$ cat src/rtl/il1_fill_pkg.sv
// ----------------------------------------------------------------------------
// il1_fill_pkg
// Shared types and default sizes for the IL1 miss-handling / line-fill
// sequencer and its optional bus timer.
//
// Contents:
//   fill_state_e        - sequencer states (IDLE, REQ, ISSUE, WAIT, FILL, DONE)
//   IL1_ADDR_W          - default address width
//   IL1_DATA_W          - default common data bus width
//   IL1_WAY_W           - default way index width (4-way cache)
//   IL1_TIMEOUT_CYCLES  - default WAIT-state limit (only used when the
//                         IL1_FILL_TIMEOUT_EN macro is defined)
// ----------------------------------------------------------------------------
package il1_fill_pkg;

    localparam int IL1_ADDR_W         = 32;
    localparam int IL1_DATA_W         = 32;
    localparam int IL1_WAY_W          = 2;
    localparam int IL1_TIMEOUT_CYCLES = 255;

    typedef enum logic [2:0] {
        IDLE  = 3'd0,
        REQ   = 3'd1,
        ISSUE = 3'd2,
        WAIT  = 3'd3,
        FILL  = 3'd4,
        DONE  = 3'd5
    } fill_state_e;

endpackage : il1_fill_pkg

$ cat src/rtl/il1_fill_controller_bus_timer.sv
// ----------------------------------------------------------------------------
// il1_bus_timer
// 8-bit WAIT-cycle counter used to detect a bus read that never returns data.
// Only instantiated when the IL1_FILL_TIMEOUT_EN macro is defined.
//
// Ports:
//   clk        in   clock, rising edge
//   rst_n      in   asynchronous active-low reset
//   clear_i    in   restart the count (asserted while a BusRd is issued)
//   enable_i   in   count this cycle (asserted while waiting for data)
//   expired_o  out  high during the LIMIT-th enabled cycle since clear
// ----------------------------------------------------------------------------
module il1_bus_timer #(
    parameter int LIMIT = 255
) (
    input  logic clk,
    input  logic rst_n,
    input  logic clear_i,
    input  logic enable_i,
    output logic expired_o
);

    logic [7:0] count_q;

    // The count holds the number of enabled cycles already completed, so the
    // n-th enabled cycle sees n-1 and the limit is hit at LIMIT-1.
    always_ff @(posedge clk or negedge rst_n) begin
        if (!rst_n) begin
            count_q <= 8'd0;
        end else if (clear_i) begin
            count_q <= 8'd0;
        end else if (enable_i) begin
            count_q <= count_q + 8'd1;
        end
    end

    assign expired_o = enable_i && (count_q == 8'(LIMIT - 1));

endmodule : il1_bus_timer

$ cat src/rtl/il1_fill_controller.sv
// ----------------------------------------------------------------------------
// il1_fill_controller
// Miss-handling and line-fill sequencer for one processor's IL1 instruction
// cache. Hits are reported straight back as Blk_accessed; misses latch the
// pseudo-LRU victim, arbitrate for the instruction snoop bus, issue a BusRd,
// write the returned line into the victim way and then report that way.
//
// Optional feature: define IL1_FILL_TIMEOUT_EN to build a WAIT-state timeout
// that pulses Fill_err and re-issues the BusRd. Without it Fill_err is 0 and
// WAIT waits indefinitely.
//
// Ports:
//   clk, rst_n            clock / asynchronous active-low reset
//   PrRd, Address         processor read request and address
//   Hit, Hit_way          tag match result from the IL1 array
//   LRU_replacement_proc  victim way from cache_controller_I_1
//   CPU_stall             processor must hold its request
//   Bus_req, Bus_grant    snoop-bus arbitration
//   BusRd                 one-cycle bus read command
//   Address_Com_out       address on the common bus (valid with BusRd)
//   Data_Bus_Com          returned line data
//   Data_valid_Com        Data_Bus_Com valid this cycle
//   Fill_en               one-cycle write strobe into the IL1 array
//   Fill_way/addr/data    write way, line address and data
//   Blk_accessed          accessed way, to cache_controller_I_1
//   Blk_access_valid      one-cycle qualifier for Blk_accessed
//   Fill_err              timeout pulse
// ----------------------------------------------------------------------------
module il1_fill_controller
    import il1_fill_pkg::*;
#(
    parameter int ADDR_W         = IL1_ADDR_W,
    parameter int DATA_W         = IL1_DATA_W,
    parameter int WAY_W          = IL1_WAY_W,
    parameter int TIMEOUT_CYCLES = IL1_TIMEOUT_CYCLES
) (
    input  logic              clk,
    input  logic              rst_n,
    input  logic              PrRd,
    input  logic [ADDR_W-1:0] Address,
    input  logic              Hit,
    input  logic [WAY_W-1:0]  Hit_way,
    input  logic [WAY_W-1:0]  LRU_replacement_proc,
    output logic              CPU_stall,
    output logic              Bus_req,
    input  logic              Bus_grant,
    output logic              BusRd,
    output logic [ADDR_W-1:0] Address_Com_out,
    input  logic [DATA_W-1:0] Data_Bus_Com,
    input  logic              Data_valid_Com,
    output logic              Fill_en,
    output logic [WAY_W-1:0]  Fill_way,
    output logic [ADDR_W-1:0] Fill_addr,
    output logic [DATA_W-1:0] Fill_data,
    output logic [WAY_W-1:0]  Blk_accessed,
    output logic              Blk_access_valid,
    output logic              Fill_err
);

    fill_state_e       state_q, state_d;
    logic [ADDR_W-1:0] missAddr_q;
    logic [WAY_W-1:0]  victimWay_q;
    logic [DATA_W-1:0] fillData_q;
    logic [WAY_W-1:0]  hitWay_q;
    logic              hitValid_q;
    logic              missDetect;
    logic              hitDetect;
    logic              timeoutHit;

    assign hitDetect  = (state_q == IDLE) && PrRd && Hit;
    assign missDetect = (state_q == IDLE) && PrRd && !Hit;

`ifdef IL1_FILL_TIMEOUT_EN
    logic timerExpired;

    il1_bus_timer #(
        .LIMIT (TIMEOUT_CYCLES)
    ) u_bus_timer (
        .clk       (clk),
        .rst_n     (rst_n),
        .clear_i   (state_q == ISSUE),
        .enable_i  (state_q == WAIT),
        .expired_o (timerExpired)
    );

    assign timeoutHit = timerExpired && (state_q == WAIT);
`else
    assign timeoutHit = 1'b0;
`endif

    // State register plus the miss context. The victim way is captured only
    // at miss detection so later LRU updates cannot redirect the fill.
    always_ff @(posedge clk or negedge rst_n) begin
        if (!rst_n) begin
            state_q     <= IDLE;
            missAddr_q  <= '0;
            victimWay_q <= '0;
            fillData_q  <= '0;
            hitWay_q    <= '0;
            hitValid_q  <= 1'b0;
        end else begin
            state_q    <= state_d;
            hitValid_q <= hitDetect;
            if (hitDetect) begin
                hitWay_q <= Hit_way;
            end
            if (missDetect) begin
                missAddr_q  <= Address;
                victimWay_q <= LRU_replacement_proc;
            end
            if ((state_q == WAIT) && Data_valid_Com) begin
                fillData_q <= Data_Bus_Com;
            end
        end
    end

    // Next-state logic. Grant and data-valid are only looked at in the state
    // that expects them; data arriving on the timeout cycle takes priority.
    always_comb begin
        state_d = state_q;
        unique case (state_q)
            IDLE: begin
                if (missDetect) begin
                    state_d = REQ;
                end
            end
            REQ: begin
                if (Bus_grant) begin
                    state_d = ISSUE;
                end
            end
            ISSUE: begin
                state_d = WAIT;
            end
            WAIT: begin
                if (Data_valid_Com) begin
                    state_d = FILL;
                end else if (timeoutHit) begin
                    state_d = REQ;
                end
            end
            FILL: begin
                state_d = DONE;
            end
            DONE: begin
                state_d = IDLE;
            end
            default: begin
                state_d = IDLE;
            end
        endcase
    end

    // Outputs decode directly from state so an asynchronous reset clears
    // every strobe in the same instant.
    always_comb begin
        CPU_stall        = missDetect || ((state_q != IDLE) && (state_q != DONE));
        Bus_req          = (state_q == REQ) || (state_q == ISSUE) || (state_q == WAIT);
        BusRd            = (state_q == ISSUE);
        Address_Com_out  = (state_q == ISSUE) ? missAddr_q : '0;
        Fill_en          = (state_q == FILL);
        Fill_way         = victimWay_q;
        Fill_addr        = missAddr_q;
        Fill_data        = fillData_q;
        Blk_access_valid = hitValid_q || (state_q == DONE);
        Blk_accessed     = (state_q == DONE) ? victimWay_q : hitWay_q;
        Fill_err         = timeoutHit && !Data_valid_Com;
    end

endmodule : il1_fill_controller

$ cat config.mk
export PLATFORM = sky130hd
export DESIGN_NAME = il1_fill_controller
export DESIGN_NICKNAME = d
export VERILOG_FILES = /design/src/rtl/il1_fill_pkg.sv /design/src/rtl/il1_fill_controller_bus_timer.sv /design/src/rtl/il1_fill_controller.sv
export SDC_FILE = /design/constraint.sdc
export NUM_CORES = 1
export LEC_CHECK = 0
export ABC_AREA = 1
export CORE_MARGIN = 5
export CORE_UTILIZATION = 43
export CTS_BUF_LIST = sky130_fd_sc_hd__clkbuf_8
export CTS_CLUSTER_SIZE = 12
export DETAILED_ROUTE_END_ITERATION = 6
export PLACE_DENSITY = 0.87
export SLEW_MARGIN = 30
export SYNTH_ARGS = -nofsm -noshare
export SYNTH_HDL_FRONTEND = slang
export SYNTH_HIERARCHICAL = 1
export SYNTH_SLANG_ARGS = --single-unit
$ cat constraint.sdc
create_clock -name clk -period 2.5 [get_ports clk]
set_input_delay 0.5 -clock clk [delete_from_list [all_inputs] [get_ports clk]]
set_output_delay 0.5 -clock clk [all_outputs]
set_load 0.02 [all_outputs]
# Yosys cells after proc, flatten, opt, wreduce, memory -nomap -nowiden
# Cells that the tools add are included.
[classes] n_eq_ne=9 muxes=6 n_reduce_logical=13
[ops] cell="$mux W32" count=1
[ops] cell="$pmux W3 S5" count=1
[ops] cell="$mux W3" count=3
[ops] cell="$eq A3 B2 Y1 const B" count=2
[ops] cell="$eq A3 B3 Y1 const B" count=2
[ops] cell="$ne A2 B2 Y1 const B" count=3
[ops] cell="$logic_and A1 B1 Y1" count=5
[ops] cell="$logic_or A1 B1 Y1" count=4
[ops] cell="$eq A3 B1 Y1 const B" count=1
[ops] cell="$logic_not A3 Y1" count=1
[ops] cell="$ne A3 B3 Y1 const B" count=1
[ops] cell="$reduce_and A3 Y1" count=1
[ops] cell="$reduce_bool A3 Y1" count=1
[ops] cell="$mux W2" count=1
[ops] cell="$logic_not A1 Y1" count=1
[totals] reg_bits=72 output_inout_bits=106 wordCells=34

# Logic depth before layout (Yosys ltp)
# Gate-level depths: netlist of run 1.
[logic_depth] ltp_word=5 ltp_mapped=8 ltp_nobuf=7

# Worst setup path before layout of run 1
# Ideal clock, no wire load.
[synth_path] path_type="register to output" startpoint="register state_q[2]" endpoint="output port Address_Com_out[22]" arrival_ns=1.159 required_ns=2.000 path_slack_ns=0.841 stages_incl_launch_ff=5 path_buffers=1 path_cell_list="dfrtp_1 > inv_2 > nand3_1 > buf_2 > nor2_1"
[synth_via] elab_chain_cells=2
[synth_lines] item="from (decl)" line_no="il1_fill_controller.sv:60" source="fill_state_e state_q, state_d;"
[synth_lines] item="from (signal assigned)" line_no="il1_fill_controller.sv:102" source="state_q <= state_d;"
[synth_lines] item="$eq A3 B2 Y1" line_no="il1_fill_controller.sv:160" source="Address_Com_out = (state_q == ISSUE) ? missAddr_q : '0;"
[synth_lines] item="$mux W32" line_no="il1_fill_controller.sv:160"
[synth_lines] item="to (decl)" line_no="il1_fill_controller.sv:48" source="output logic [ADDR_W-1:0] Address_Com_out,"
# No other way between the ends.

# Worst setup path in the final report of run 1
[layout_path] startpoint="input port Hit" endpoint="output port CPU_stall"
[layout_via] elab_chain_cells=3
[layout_lines] item="from (decl)" line_no="il1_fill_controller.sv:41" source="input logic Hit,"
[layout_lines] item="$logic_not A1 Y1" line_no="il1_fill_controller.sv:71" source="assign missDetect = (state_q == IDLE) && PrRd && !Hit;"
[layout_lines] item="$logic_and A1 B1 Y1" line_no="il1_fill_controller.sv:71"
[layout_lines] item="$logic_or A1 B1 Y1" line_no="il1_fill_controller.sv:157" source="CPU_stall = missDetect || ((state_q != IDLE) && (state_q != DONE));"
[layout_lines] item="to (decl)" line_no="il1_fill_controller.sv:44" source="output logic CPU_stall,"
# No other way between the ends.

==> metrics.csv, run 1 <==
stage,metric,value,unit
synthesis,synth.distinct_cells,20,
pwr,power,6.464,mW
placement,io_buffers,178,
placement,place.gp.congestion,0.8342,
final_layout,final_common_cell,clkdlybuf4s50_1,
drt,remaining_drc_errors,0,
clocking,cts_tree,done,
drt,dr.pass1.iters,7,
sta,clock.fmax,0.4235,GHz
final_layout,layout-area-overhead-vs-synth,66.42,%
synthesis,syn-num-nets,483,
final_layout,final_nets,657,
synthesis,syn_area_per_cell,7.890,sq um
clocking,cts_buffers,9,
synthesis,yosys_warnings,6,
sta,rsz0062_at_grt,false,
critical_path,cp-start-kind,primary input,
final_layout,final_util,73.64,%
floorplan,io_pins,180,
min_path,min_path_type,primary input to asynchronous set/reset pin,
grt,grt_first_pass_wirelength,15.99,mm
pwr,vdd_drop_max,0.0006429,V
clocking,cts_buffer_depth,2,
drt,via_per_inst,4.683,
sta,finClkSkew,0.007993,ns
floorplan,dieArea,9336,sq um
drt,num_vias,3217,
grt,grt_pass1_vias,3284,
critical_path,critPathKind,primary input to primary output,
sta,drv_slew,0,
floorplan,start_util,44.25,%
critical_path,crit_required,2.00,ns
sta,hold_violations,0,
synthesis,synth_seq_cells,72,
floorplan,coreArea,7292,sq um
sta,worst_pin_slew,0.6462,ns
run_status,outcome,"finished, final reports clean",
grt,grt_overflow,0,
clocking,cts.sinks,72,
synthesis,yosysSeqAreaShare,55.84,%
placement,place_hpwl,7.538,mm
synthesis,synth_area,3227,sq um
job,drv_cap,0,
clocking,clk_pin_slew,0.07,ns
final_layout,layout-drive-gt1-share,5.102,%
drt,drtIter0Drc,93,
floorplan,row_count,31,
sta,holdWs,0.1700,ns
grt,grt_usage,20.87,%
critical_path,cp.arrival,1.86,ns
placement,placed_cell_area,5075,sq um
floorplan,dieWidth,96.63,microns
sta,fin_tns_setup,0,ns
synthesis,netlist_instances,409,
drt,wl_per_cell,14.84,microns
drt,antenna_left,0,
sta,maxSlewHeadroom,56.92,%
sta,setup_viol,0,
clocking,h-tree-depth,3,
clocking,clk_latency,0.34,ns
pwr,cellPowerDensity,1204,nW/um^2
sta,finalCritPeriodShare,94.44,%
critical_path,end_kind,primary output,
grt,antenna_found_initial,0,
clocking,ctsHoldBuffers,0,
critical_path,worstPathMaxFanout,3,
floorplan,die_height,96.63,microns
final_layout,layout_common_cells,"clkdlybuf4s50_1 (144), nand2_1 (118), inv_1 (76), dfrtp_1 (72), nor2_1 (38)",
grt,grt_max_degree,73,
final_layout,num_antenna_cells,0,
clocking,clock-root-buffer,clkbuf_8,
sta,min_period,2.361,ns
drt,drt_wl_total,10.20,mm
final_layout,stdcell_area,5370,sq um
pwr,p_leak,3.188,nW
==> per-layer routing <==
metal / routed length [microns] / vias to the layer above / global-route usage (%)
li1: - / 1563 / -
met1: 4176 / 1482 / 24.60
met2: 4851 / 158 / 34.66
met3: 1000 / 14 / 8.417
met4: 170 / 0 / 6.911
met5: 0 / - / 0
==> registers in the layout, indices dropped and copies added, names as in the netlist <==
signal and cells:
hitWay_q 2, Fill_data 32, hitValid_q 1, Fill_addr 32
state_q 3, Fill_way 2
==> where the power goes <==
part	leakage [nW]	internal, mW	switching [mW]
sequential	0.909	1.68	0.381
clock	0.112	0.584	0.435
combinational	2.17	1.51	1.87
total	3.19	3.78	2.68
==> synth_stat cells <==
master    instances  area share (%)
a21oi_1           1            0.15
buf_2            13             2.0
buf_4             1            0.23
buf_6             2            0.70
buf_8             1            0.47
clkbuf_1          4            0.47
conb_1            1            0.12
dfrtp_1          72              56
inv_1            76             8.8
inv_2             2            0.23
nand2_1         118              14
nand3_1          36             5.6
nand3_2           1            0.31
nor2_1           38             4.4
nor2_2            2            0.39
nor3_1            1            0.15
o211ai_1          1            0.23
o21ai_0          17             2.6
o21ai_1          20             3.1
or2_2             2            0.39
==> per-stage QoR <==
stage / std cells / setup WS (ns)
5_1_grt: 687 / 0.008257
6_report: 687 / 0.1389
3_3_place_gp: 671 / 0.1761
2_1_floorplan: 409 / 0.8415
4_1_cts: 687 / 0.0006850
3_5_place_dp: 671 / 0.1369
==> logic make-up after synthesis <==
group	share of synthesized area (%)
and+or+nand+nor	24.97
AOI/OAI and AO/OA	6.126
other	0.1162
buffers and inverters	12.95
DFF	55.84
==> final timing paths <==
| check | from | end | slack, ns | depth (start not counted) |
|---|---|---|---|---|
| max | Hit | CPU_stall | 0.14 | 5 |
| min | rst_n | Fill_data[30] | 0.17 | 1 |
| max reg2reg | state_q[0] | Fill_addr[18] | 0.87 | 7 |
| min reg2reg | Fill_data[29] | Fill_data[29] | 0.47 | 2 |
| max in group asynchronous | rst_n | Fill_addr[1] | 1.88 | 1 |
| min in group clk | Fill_data[29] | Fill_data[29] | 0.47 | 2 |
==> area by class of cell <==
| class | count | area (sq um) |
|---|---|---|
| flip-flops and latches | 72 | 1802 |
| clock buffers | 10 | 137.6 |
| well taps | 99 | 123.9 |
| repair buffers | 184 | 1924 |
| multi-input cells | 238 | 1007 |
| clock inverters | 6 | 82.58 |
| fillers | 536 | 1922 |
| inverters | 78 | 292.8 |
==> timing repair <==
action / CTS / global route
gates resized for setup: 3 / 30
setup endpoints to repair: 3 / 30
setup buffers: 0 / 0
==> worst max-delay path: stages <==
cell and delay (ns):
clkdlybuf4s50_1 0.51, inv_1 0.08, a21oi_1 0.18, nor2_1 0.05, clkdlybuf4s50_1 0.53
Note: power is estimated with default switching activity, not from simulation.
==> inputs of run 2 (changes only) <==
==> constraint.sdc (replaced) <==
create_clock -name clk -period 2.5 [get_ports clk]
set_input_delay 0.625 -clock clk [delete_from_list [all_inputs] [get_ports clk]]
set_output_delay 0.625 -clock clk [all_outputs]
set_load 0.02 [all_outputs]
==> metrics.csv, run 2 (synthesized netlist as in run 1, its figures left out) <==
stage,metric,value,unit
pwr,clockPowerShare,17.6,%
drt,num_vias,3191,
job,drv_cap,0,
run_status,outcome,"finished, final reports clean",
grt,grt_first_pass_wirelength,15.92,mm
pwr,p_comb_share,50.7,%
final_layout,final_nets,659,
drt,drt_wl_total,9.884,mm
clocking,cts_buffers,9,
placement,io_buffers,178,
grt,grt_pass1_vias,3176,
critical_path,end_kind,primary output,
sta,clock.fmax,0.4172,GHz
final_layout,layout_common_cells,"clkdlybuf4s50_1 (140), nand2_1 (118), inv_1 (76), dfrtp_1 (72), nor2_1 (38)",
drt,wl_per_cell,14.35,microns
pwr,internal-power,3.847,mW
floorplan,dieArea,9336,sq um
sta,finalCritPeriodShare,95.88,%
placement,place_hpwl,7.682,mm
clocking,clk_latency,0.33,ns
sta,drv_slew,0,
floorplan,row_count,31,
grt,grt_max_degree,73,
sta,rsz0062_at_grt,false,
min_path,min_path_type,primary input to asynchronous set/reset pin,
critical_path,cp-start-kind,primary input,
grt,antenna_found_initial,0,
drt,drtIter0Drc,102,
clocking,clk_pin_slew,0.07,ns
floorplan,die_height,96.63,microns
pwr,power,6.506,mW
pwr,swShare,40.87,%
floorplan,coreArea,7292,sq um
floorplan,start_util,44.25,%
pwr,cellPowerDensity,1225,nW/um^2
final_layout,layout-area-overhead-vs-synth,64.52,%
final_layout,n_fill_cell,570,
grt,grt_overflow,0,
sta,finClkSkew,0.01159,ns
pwr,vdd_drop_max,0.0006397,V
pwr,pwr-share-seq,31.7,%
placement,place.gp.congestion,0.8145,
sta,min_period,2.397,ns
drt,antenna_left,0,
sta,fin_tns_setup,0,ns
final_layout,layout-drive-gt1-share,5.424,%
drt,via_per_inst,4.631,
pwr,p_leak,2.840,nW
drt,dr.pass1.iters,4,
sta,holdWs,0.2908,ns
pwr,p_sw,2.659,mW
sta,maxSlewHeadroom,56.85,%
placement,placed_cells,673,
sta,setup_viol,0,
sta,hold_violations,0,
critical_path,cp.arrival,1.77,ns
clocking,cts_buffer_depth,2,
placement,placed_cell_area,5090,sq um
critical_path,worstPathMaxFanout,2,
grt,grt_usage,20.78,%
clocking,cts.sinks,72,
final_layout,final_common_cell,clkdlybuf4s50_1,
critical_path,crit_required,1.88,ns
floorplan,io_pins,180,
clocking,ctsHoldBuffers,0,
final_layout,stdcell_area,5309,sq um
clocking,clock-root-buffer,clkbuf_8,
sta,worst_pin_slew,0.6472,ns
clocking,cts_tree,done,
critical_path,critPathKind,primary input to primary output,
drt,remaining_drc_errors,0,
final_layout,num_antenna_cells,0,
floorplan,dieWidth,96.63,microns
final_layout,stdcell_count,689,
clocking,h-tree-depth,3,
-- run 2: cell type report --
type	count	area (sq um)	share of cell area [%]
repair buffers	186	1829	34.46
flip-flops and latches	72	1802	33.94
multi-input cells	238	1007	18.97
inverters	78	292.8	5.515
clock buffers	11	151.4	2.852
well taps	99	123.9	2.333
clock inverters	5	102.6	1.933
-- run 2: per-stage QoR --
stage / setup WS [ns] / utilization (%)
floorplan: 0.7165 / -
global placement: -0.02780 / 69.80
detailed placement: -0.09139 / 69.80
CTS: 0.01243 / 72.68
global route: 0.03186 / 72.80
finish: 0.1031 / 72.80
-- run 2: metal layers --
metal | GRT usage (%) | wire length [microns] | up-vias
met1 | 24.40 | 3953 | 1457
met4 | 6.048 | 126 | 0
met2 | 35.08 | 4817 | 149
met3 | 8.273 | 987 | 11
li1 | - | - | 1574
met5 | 0 | 0 | -
-- run 2: worst paths after layout --
kind / startpoint / to / slack (ns) / cells after the start
worst max-delay path: Hit / CPU_stall / 0.10 / 5
worst min-delay path: rst_n / Fill_data[28] / 0.29 / 1
worst max register to register: state_q[0] / Fill_data[29] / 0.73 / 6
worst min register to register: Fill_data[17] / Fill_data[17] / 0.47 / 2
max in group asynchronous: rst_n / Fill_addr[6] / 1.76 / 1
min in group clk: Fill_data[17] / Fill_data[17] / 0.47 / 2
-- run 2: worst max-delay path, cell delays in order --
cell and delay (ns):
clkdlybuf4s50_1 0.49, inv_1 0.06, a21oi_1 0.18, nor2_1 0.08, dlygate4sd2_1 0.34
-- run 2: power groups by stage --
| stage | Sequential (mW) | Clock, mW | Combinational (mW) |
|---|---|---|---|
| after floorplan | 2.60 | 0 | 1.15 |
| after global placement | 2.05 | 0 | 3.32 |
| after detailed placement | 2.07 | 0 | 3.43 |
| after CTS | 2.06 | 1.16 | 3.35 |
| after global routing | 2.13 | 1.22 | 3.57 |
| final | 2.06 | 1.15 | 3.30 |
-- run 2: what timing repair did --
item                                   4_1_cts  5_1_grt
resized for setup                           35        2
setup buffers                                0        0
setup endpoints to repair                   35        2
pin swaps                                    0        0
endpoints found under the hold margin        0        0
